--- config.mk ---
export PLATFORM = sky130hd
export DESIGN_NAME = sc_io_port_bank
export DESIGN_NICKNAME = d
export VERILOG_FILES = /design/src/rtl/sc_io_pkg.sv /design/src/rtl/sc_io_sync_edge.sv /design/src/rtl/sc_io_port_bank.sv
export SDC_FILE = /design/constraint.sdc
export NUM_CORES = 1
export LEC_CHECK = 0
export BUFFER_PORTS_ARGS = -buffer_cell sky130_fd_sc_hd__buf_2
export CAP_MARGIN = 20
export CORE_ASPECT_RATIO = 0.8
export CORE_MARGIN = 5
export CORE_UTILIZATION = 45
export DETAILED_ROUTE_END_ITERATION = 6
export HOLD_SLACK_MARGIN = 0.05
export PLACE_DENSITY = 0.66
export RECOVER_POWER = 100
export SLEW_MARGIN = 20
export SYNTH_ARGS = -nofsm -noshare
export SYNTH_HDL_FRONTEND = slang
export SYNTH_SLANG_ARGS = --single-unit
--- constraint.sdc ---
create_clock -name clock -period 2.9 [get_ports clock]
set_input_delay 0.29 -clock clock [delete_from_list [all_inputs] [get_ports clock]]
set_output_delay 0.29 -clock clock [all_outputs]
set_load 0.01 [all_outputs]
--- src/rtl/sc_io_pkg.sv ---
// Register map constants and limits for the memory-mapped I/O port bank.
package sc_io_pkg;

  localparam int unsigned MAX_PORTS = 8;
  localparam int unsigned IDX_W     = $clog2(MAX_PORTS);

  // Word offsets inside the I/O region
  localparam int unsigned OFF_OUT_DATA = 32'h00;
  localparam int unsigned OFF_OUT_SET  = 32'h08;
  localparam int unsigned OFF_OUT_CLR  = 32'h10;
  localparam int unsigned OFF_OUT_TGL  = 32'h18;
  localparam int unsigned OFF_IN_DATA  = 32'h20;
  localparam int unsigned OFF_CHG_STAT = 32'h30;
  localparam int unsigned OFF_IRQ_EN   = 32'h31;

endpackage

--- src/rtl/sc_io_sync_edge.sv ---
// Two-flop synchroniser for one input port plus a last-value register for change detection.
module sc_io_sync_edge #(
  parameter int unsigned W = 32
) (
  input  logic         clock,
  input  logic         reset,
  input  logic [W-1:0] d,
  output logic [W-1:0] value,
  output logic         chg_c
);

  logic [W-1:0] s1_q, s1_d;
  logic [W-1:0] s2_q, s2_d;
  logic [W-1:0] prev_q, prev_d;

  // Next state: shift the pin through s1 -> s2 -> prev
  always_comb begin
    s1_d   = d;
    s2_d   = s1_q;
    prev_d = s2_q;
  end

  // State registers
  always_ff @(posedge clock) begin
    if (reset) begin
      s1_q   <= '0;
      s2_q   <= '0;
      prev_q <= '0;
    end else begin
      s1_q   <= s1_d;
      s2_q   <= s2_d;
      prev_q <= prev_d;
    end
  end

  assign value = s2_q;
  assign chg_c = (s2_q != prev_q);

endmodule

--- src/rtl/sc_io_port_bank.sv ---
// Memory-mapped bank of output and synchronised input ports with change status and IRQ.
module sc_io_port_bank
  import sc_io_pkg::*;
#(
  parameter int unsigned DATA_W  = 32,
  parameter int unsigned NUM_OUT = 3,
  parameter int unsigned NUM_IN  = 3,
  parameter int unsigned ADDR_W  = 6
) (
  input  logic                      clock,
  input  logic                      reset,
  input  logic                      sel,
  input  logic [ADDR_W-1:0]         addr,
  input  logic                      we,
  input  logic [DATA_W-1:0]         wdata,
  output logic [DATA_W-1:0]         rdata,
  input  logic [NUM_IN*DATA_W-1:0]  in_port,
  output logic [NUM_OUT*DATA_W-1:0] out_port,
  output logic                      irq
);

  logic [DATA_W-1:0] out_q [NUM_OUT];
  logic [DATA_W-1:0] out_d [NUM_OUT];
  logic [DATA_W-1:0] in_val [NUM_IN];
  logic [NUM_IN-1:0] chg;
  logic [NUM_IN-1:0] chg_stat_q, chg_stat_d;
  logic [NUM_IN-1:0] irq_en_q, irq_en_d;
  logic [NUM_IN-1:0] w1c_mask;
  logic              irq_q, irq_d;

  logic [ADDR_W-1:0] addr_base;
  logic [IDX_W-1:0]  addr_idx;
  logic              wr;

  // Address split: 8-word group base and port index
  assign addr_base = addr & ~ADDR_W'(MAX_PORTS - 1);
  assign addr_idx  = addr[IDX_W-1:0];
  assign wr        = sel & we;

  // One synchroniser/change detector per input port
  for (genvar g = 0; g < NUM_IN; g++) begin : g_in
    sc_io_sync_edge #(.W(DATA_W)) u_sync (
      .clock (clock),
      .reset (reset),
      .d     (in_port[g*DATA_W +: DATA_W]),
      .value (in_val[g]),
      .chg_c (chg[g])
    );
  end

  // Pack output registers onto the flat port
  for (genvar g = 0; g < NUM_OUT; g++) begin : g_out
    assign out_port[g*DATA_W +: DATA_W] = out_q[g];
  end

  // Next state: register writes, W1C status, and IRQ from the post-update values
  always_comb begin
    for (int unsigned i = 0; i < NUM_OUT; i++) out_d[i] = out_q[i];
    irq_en_d = irq_en_q;
    w1c_mask = '0;
    for (int unsigned i = 0; i < NUM_OUT; i++) begin
      if (wr && (32'(addr_idx) == i)) begin
        case (addr_base)
          ADDR_W'(OFF_OUT_DATA): out_d[i] = wdata;
          ADDR_W'(OFF_OUT_SET):  out_d[i] = out_q[i] | wdata;
          ADDR_W'(OFF_OUT_CLR):  out_d[i] = out_q[i] & ~wdata;
          ADDR_W'(OFF_OUT_TGL):  out_d[i] = out_q[i] ^ wdata;
          default: ;
        endcase
      end
    end
    if (wr && (addr == ADDR_W'(OFF_CHG_STAT))) w1c_mask = wdata[NUM_IN-1:0];
    if (wr && (addr == ADDR_W'(OFF_IRQ_EN)))   irq_en_d = wdata[NUM_IN-1:0];
    // A fresh change event beats a simultaneous clear
    chg_stat_d = (chg_stat_q & ~w1c_mask) | chg;
    irq_d      = |(chg_stat_d & irq_en_d);
  end

  // State registers
  always_ff @(posedge clock) begin
    if (reset) begin
      for (int unsigned i = 0; i < NUM_OUT; i++) out_q[i] <= '0;
      chg_stat_q <= '0;
      irq_en_q   <= '0;
      irq_q      <= 1'b0;
    end else begin
      for (int unsigned i = 0; i < NUM_OUT; i++) out_q[i] <= out_d[i];
      chg_stat_q <= chg_stat_d;
      irq_en_q   <= irq_en_d;
      irq_q      <= irq_d;
    end
  end

  assign irq = irq_q;

  // Combinational read mux; anything unmapped or out of range reads zero
  always_comb begin
    rdata = '0;
    if (sel) begin
      if (addr_base == ADDR_W'(OFF_OUT_DATA)) begin
        for (int unsigned i = 0; i < NUM_OUT; i++)
          if (32'(addr_idx) == i) rdata = out_q[i];
      end
      if (addr_base == ADDR_W'(OFF_IN_DATA)) begin
        for (int unsigned i = 0; i < NUM_IN; i++)
          if (32'(addr_idx) == i) rdata = in_val[i];
      end
      if (addr == ADDR_W'(OFF_CHG_STAT)) rdata = DATA_W'(chg_stat_q);
      if (addr == ADDR_W'(OFF_IRQ_EN))   rdata = DATA_W'(irq_en_q);
    end
  end

endmodule

==> impl_metrics.prom <==
# TYPE chip_impl_metric gauge
chip_impl_info{name="run_status",value="finished with violations"} 1
chip_impl_info{name="failed_checks",value="capacitance limit, slew limit"} 1
chip_impl_info{name="holdPathEnd",value="irq_en_q[0]"} 1
chip_impl_metric{name="core_area",unit="µm²"} 40960
chip_impl_info{name="timing_worst_setup_path_type",value="in2out"} 1
chip_impl_info{name="synth.cells.most_frequent",value="dfxtp_1, nor2b_1, ha_1, inv_1, nor2_1"} 1
chip_impl_info{name="r2r_start",value="g_in[2].u_sync.value[31]"} 1
chip_impl_metric{name="leakagePower",unit="µW"} 0.009223
chip_impl_metric{name="synth.net_count",unit=""} 2338
chip_impl_metric{name="grt_pass1_wl",unit="µm"} 90530
chip_impl_metric{name="synth_top_cell_area_share",unit=""} 0.4173
chip_impl_metric{name="utilization",unit=""} 0.5607
chip_impl_metric{name="share_of_power_burned_in_registers",unit=""} 0.460
chip_impl_info{name="r2r_end",value="irq"} 1
chip_impl_metric{name="detail_route.vias_per_cell",unit=""} 5.506
chip_impl_info{name="synth.most_common_cell",value="dfxtp_1"} 1
chip_impl_metric{name="reg2reg_setup_slack",unit="ns"} 0.71
chip_impl_metric{name="ys_ff_latch",unit=""} 391
chip_impl_metric{name="slowest_delay",unit="ns"} 0.35
chip_impl_metric{name="route.vias.total",unit=""} 15907
chip_impl_metric{name="layout.nets",unit=""} 2644
chip_impl_metric{name="floorplan.rows",unit=""} 66
chip_impl_metric{name="power.clock.fraction",unit=""} 0.439
chip_impl_info{name="worst_setup_path_end_kind",value="primary output"} 1
chip_impl_info{name="ys_dominant_reg_cell",value="dfxtp_1"} 1
chip_impl_metric{name="crit_fanout",unit=""} 20
chip_impl_metric{name="worst-endpoint-required",unit="ns"} 2.61
chip_impl_metric{name="p_sw_frac",unit=""} 0.2527
chip_impl_metric{name="ff2ff_path_depth",unit=""} 5
chip_impl_metric{name="grtUsageTotal",unit=""} 0.2512
chip_impl_metric{name="whs_path_depth",unit=""} 3
chip_impl_info{name="root_buffer",value="clkbuf_16"} 1
chip_impl_metric{name="yosys_warnings",unit=""} 0
chip_impl_info{name="cp-start-kind",value="input pin"} 1
chip_impl_info{name="min-delay-path-class",value="in2reg"} 1
chip_impl_metric{name="antenna_found_initial",unit=""} 3
chip_impl_info{name="cell_type_with_the_highest_aggregate_area_in_the_netlist",value="dfxtp_1"} 1
chip_impl_metric{name="period_needed",unit="ns"} 2.749
chip_impl_metric{name="hold_viol_final",unit=""} 0
chip_impl_metric{name="start_util",unit=""} 0.4580
chip_impl_metric{name="synthToLayoutAreaGrowth",unit="%"} 22.42
chip_impl_metric{name="globalRouteOverflowTotal",unit=""} 0
chip_impl_metric{name="number_of_max_slew_violations_in_the_final_report",unit=""} 112
chip_impl_metric{name="timing.fmax",unit="GHz"} 0.3638
chip_impl_metric{name="synth.avg_cell_area",unit="µm²"} 9.342
chip_impl_info{name="slowest_cell_on_the_critical_path",value="clkbuf_2"} 1
chip_impl_info{name="grt_setup_unrepaired",value="no"} 1
chip_impl_metric{name="largest_net_degree_at_the_start_of_global_routing",unit=""} 115
chip_impl_metric{name="gpl.final_weighted_congestion",unit=""} 0.8929
chip_impl_metric{name="fp.dieW",unit="µm"} 238.3
chip_impl_metric{name="power.density_cell_area",unit="nW/µm²"} 539.7
chip_impl_metric{name="timing_worst_slew_pin_value",unit="ns"} 2.425
chip_impl_metric{name="crit_arrival",unit="ns"} 2.46
chip_impl_info{name="dominant_cells_by_area_after_synthesis",value="dfxtp_1, ha_1, nor2b_1, a221oi_1, xor2_1"} 1
chip_impl_metric{name="int_power",unit="µW"} 9261
chip_impl_metric{name="clock_insertion_delay_worst_skew",unit="ns"} 0.56
chip_impl_metric{name="number_of_i_o_port_buffers",unit=""} 266
chip_impl_metric{name="post_synth_inst_count",unit=""} 2008
chip_impl_metric{name="die-height",unit="µm"} 192.6
chip_impl_metric{name="power.share.combinational",unit=""} 0.101
chip_impl_metric{name="route.detailed.drc",unit=""} 0
chip_impl_info{name="list_of_cells_traversed_by_the_critical_path",value="buf_2 > nor3b_4 > clkbuf_2 > buf_4 > a21oi_1 > a2bb2oi_1 > o22a_1 > nor3_1 > clkbuf_1"} 1
chip_impl_metric{name="fin_setup_tns",unit="ns"} 0
chip_impl_metric{name="timing.final.crit_share",unit=""} 0.9480
chip_impl_metric{name="setup_violations",unit=""} 0
chip_impl_metric{name="clock_path_buffers",unit=""} 3
chip_impl_info{name="cts_tree",value="done"} 1
chip_impl_metric{name="worst_path_buffer_plus_inverter_count",unit=""} 4
chip_impl_metric{name="synth-seq-area-share",unit=""} 0.4173
chip_impl_metric{name="synth_area",unit="µm²"} 18760
chip_impl_info{name="timing.hold.worst.start",value="wdata[0]"} 1
chip_impl_metric{name="clkTransAtPathRegs",unit="ns"} 0.06
chip_impl_metric{name="antenna_violating_nets_post_route",unit=""} 0
chip_impl_metric{name="top_level_ports",unit=""} 267
chip_impl_metric{name="slew-limit-headroom",unit=""} -0.6163
chip_impl_metric{name="detail_route.wl_per_cell",unit="µm"} 20.81
chip_impl_metric{name="grt_pass1_vias",unit=""} 15222
chip_impl_metric{name="power.net_switching",unit="µW"} 3132
chip_impl_metric{name="finClkSkew",unit="ns"} 0.01893
chip_impl_info{name="crit_family",value="buffers and inverters"} 1
chip_impl_metric{name="synth_cell_types",unit=""} 54
chip_impl_metric{name="number_of_buffers_created_by_cts",unit=""} 41
chip_impl_metric{name="post_route_cells_drive_above_1_share",unit=""} 0.1190
chip_impl_metric{name="die-area",unit="µm²"} 45900
chip_impl_metric{name="edff_count_synth",unit=""} 0
chip_impl_metric{name="maximum_capacitance_violations",unit=""} 1
chip_impl_metric{name="drt-initial-drc-count",unit=""} 1507
chip_impl_metric{name="clkSinkCount",unit=""} 391
chip_impl_metric{name="async_flop_share",unit=""} 0
chip_impl_metric{name="routed_wire_length",unit="µm"} 60110
chip_impl_metric{name="postCtsSetupRepairBufs",unit=""} 0
chip_impl_metric{name="place_hpwl",unit="µm"} 42530
chip_impl_metric{name="irDropWorstVdd",unit="mV"} 0.4157
chip_impl_metric{name="htreeDepth",unit=""} 2
chip_impl_metric{name="drt_first_pass_iters",unit=""} 5
-- layout by cell type, fill, tap and decap left out, types with 73 or more instances in the layout --
cell type and instances:
dfxtp_1 391, inv_1 129, a221oi_1 82, nor2b_1 291, dlygate4sd3_1 95, ha_1 192
buf_2 143, nand2_1 81, nor2_1 124, o21ai_0 73, clkbuf_1 123
-- state kept, by name, summed over array words and instances (netlist names) --
signal and count:
irq 1, g_in.u_sync.value 96, out_q 96, g_in.u_sync.prev_q 96, g_in.u_sync.s1_q 96, chg_stat_q 3, irq_en_q 3
-- kinds of logic after synthesis --
logic type	synth area share
adders and majority gates	0.1281
DFF	0.4173
xor gates and xnor gates	0.04482
AOI/OAI and AO/OA	0.1786
and+or+nand+nor	0.1729
buffers and inverters	0.05776
muxes	0.0005336
-- power groups by stage --
stage               sequential (µW)  clock, µW  combinational, µW
floorplan                      5750          0                735
global placement               5820          0               1110
detailed placement             5820          0               1140
CTS                            5700       5530               1250
global route                   5710       5780               1380
finish                         5700       5440               1260
-- how the worst max path moves through the flow --
stage | slack, ns | start | cells after the start | end
after floorplan | 0.85 | addr[1] | 6 | rdata[21]
after global placement | 0.33 | addr[3] | 5 | rdata[18]
after detailed placement | 0.33 | addr[4] | 5 | rdata[18]
after CTS | 0.33 | addr[4] | 5 | rdata[18]
after global routing | 0.06 | addr[4] | 9 | rdata[5]
final | 0.15 | addr[4] | 9 | rdata[3]
-- metal layers --
layer | track usage | wire (µm)
met1 | 0.3498 | 26490
met2 | 0.4067 | 27650
met3 | 0.03729 | 4076
met4 | 0.07524 | 1883
met5 | 0 | 13
-- through the flow --
step / worst slack [ns] / std cells / hold slack [ns] / total power, µW / cell area [µm²]
finish: 0.1509 / 2889 / 0.07522 / 12390 / 22960
global route: 0.05873 / 2889 / 0.07187 / 12880 / 22960
CTS: 0.3254 / 2888 / 0.05823 / 12480 / 23140
detailed placement: 0.3336 / 2720 / 0.4204 / 6961 / 20780
global placement: 0.3293 / 2720 / 0.4239 / 6926 / 20780
floorplan: 0.8528 / 2008 / 0.4138 / 6487 / 18760
-- worst reg2reg max path, stage by stage, from the launching register on --
cell and delay [ns]:
dfxtp_1 0.48, xnor2_1 0.22, nand4_1 0.15, nor4_1 0.62, a311oi_1 0.24, a221o_1 0.38
-- layout make-up --
class / count / area, µm²
repair buffers: 409 / 2665
well taps: 544 / 680.7
fillers: 3684 / 17990
diodes: 1 / 2.502
multi-input cells: 1342 / 9897
clock inverters: 21 / 240.2
flip-flops and latches: 391 / 7828
clock buffers: 52 / 1167
inverters: 129 / 484.2
-- timing repair --
action / CTS / global route
gates resized for setup: 0 / 0
hold endpoints to repair: 95 / 0
hold buffers: 95 / 0
(Power assumes the default switching activity.)
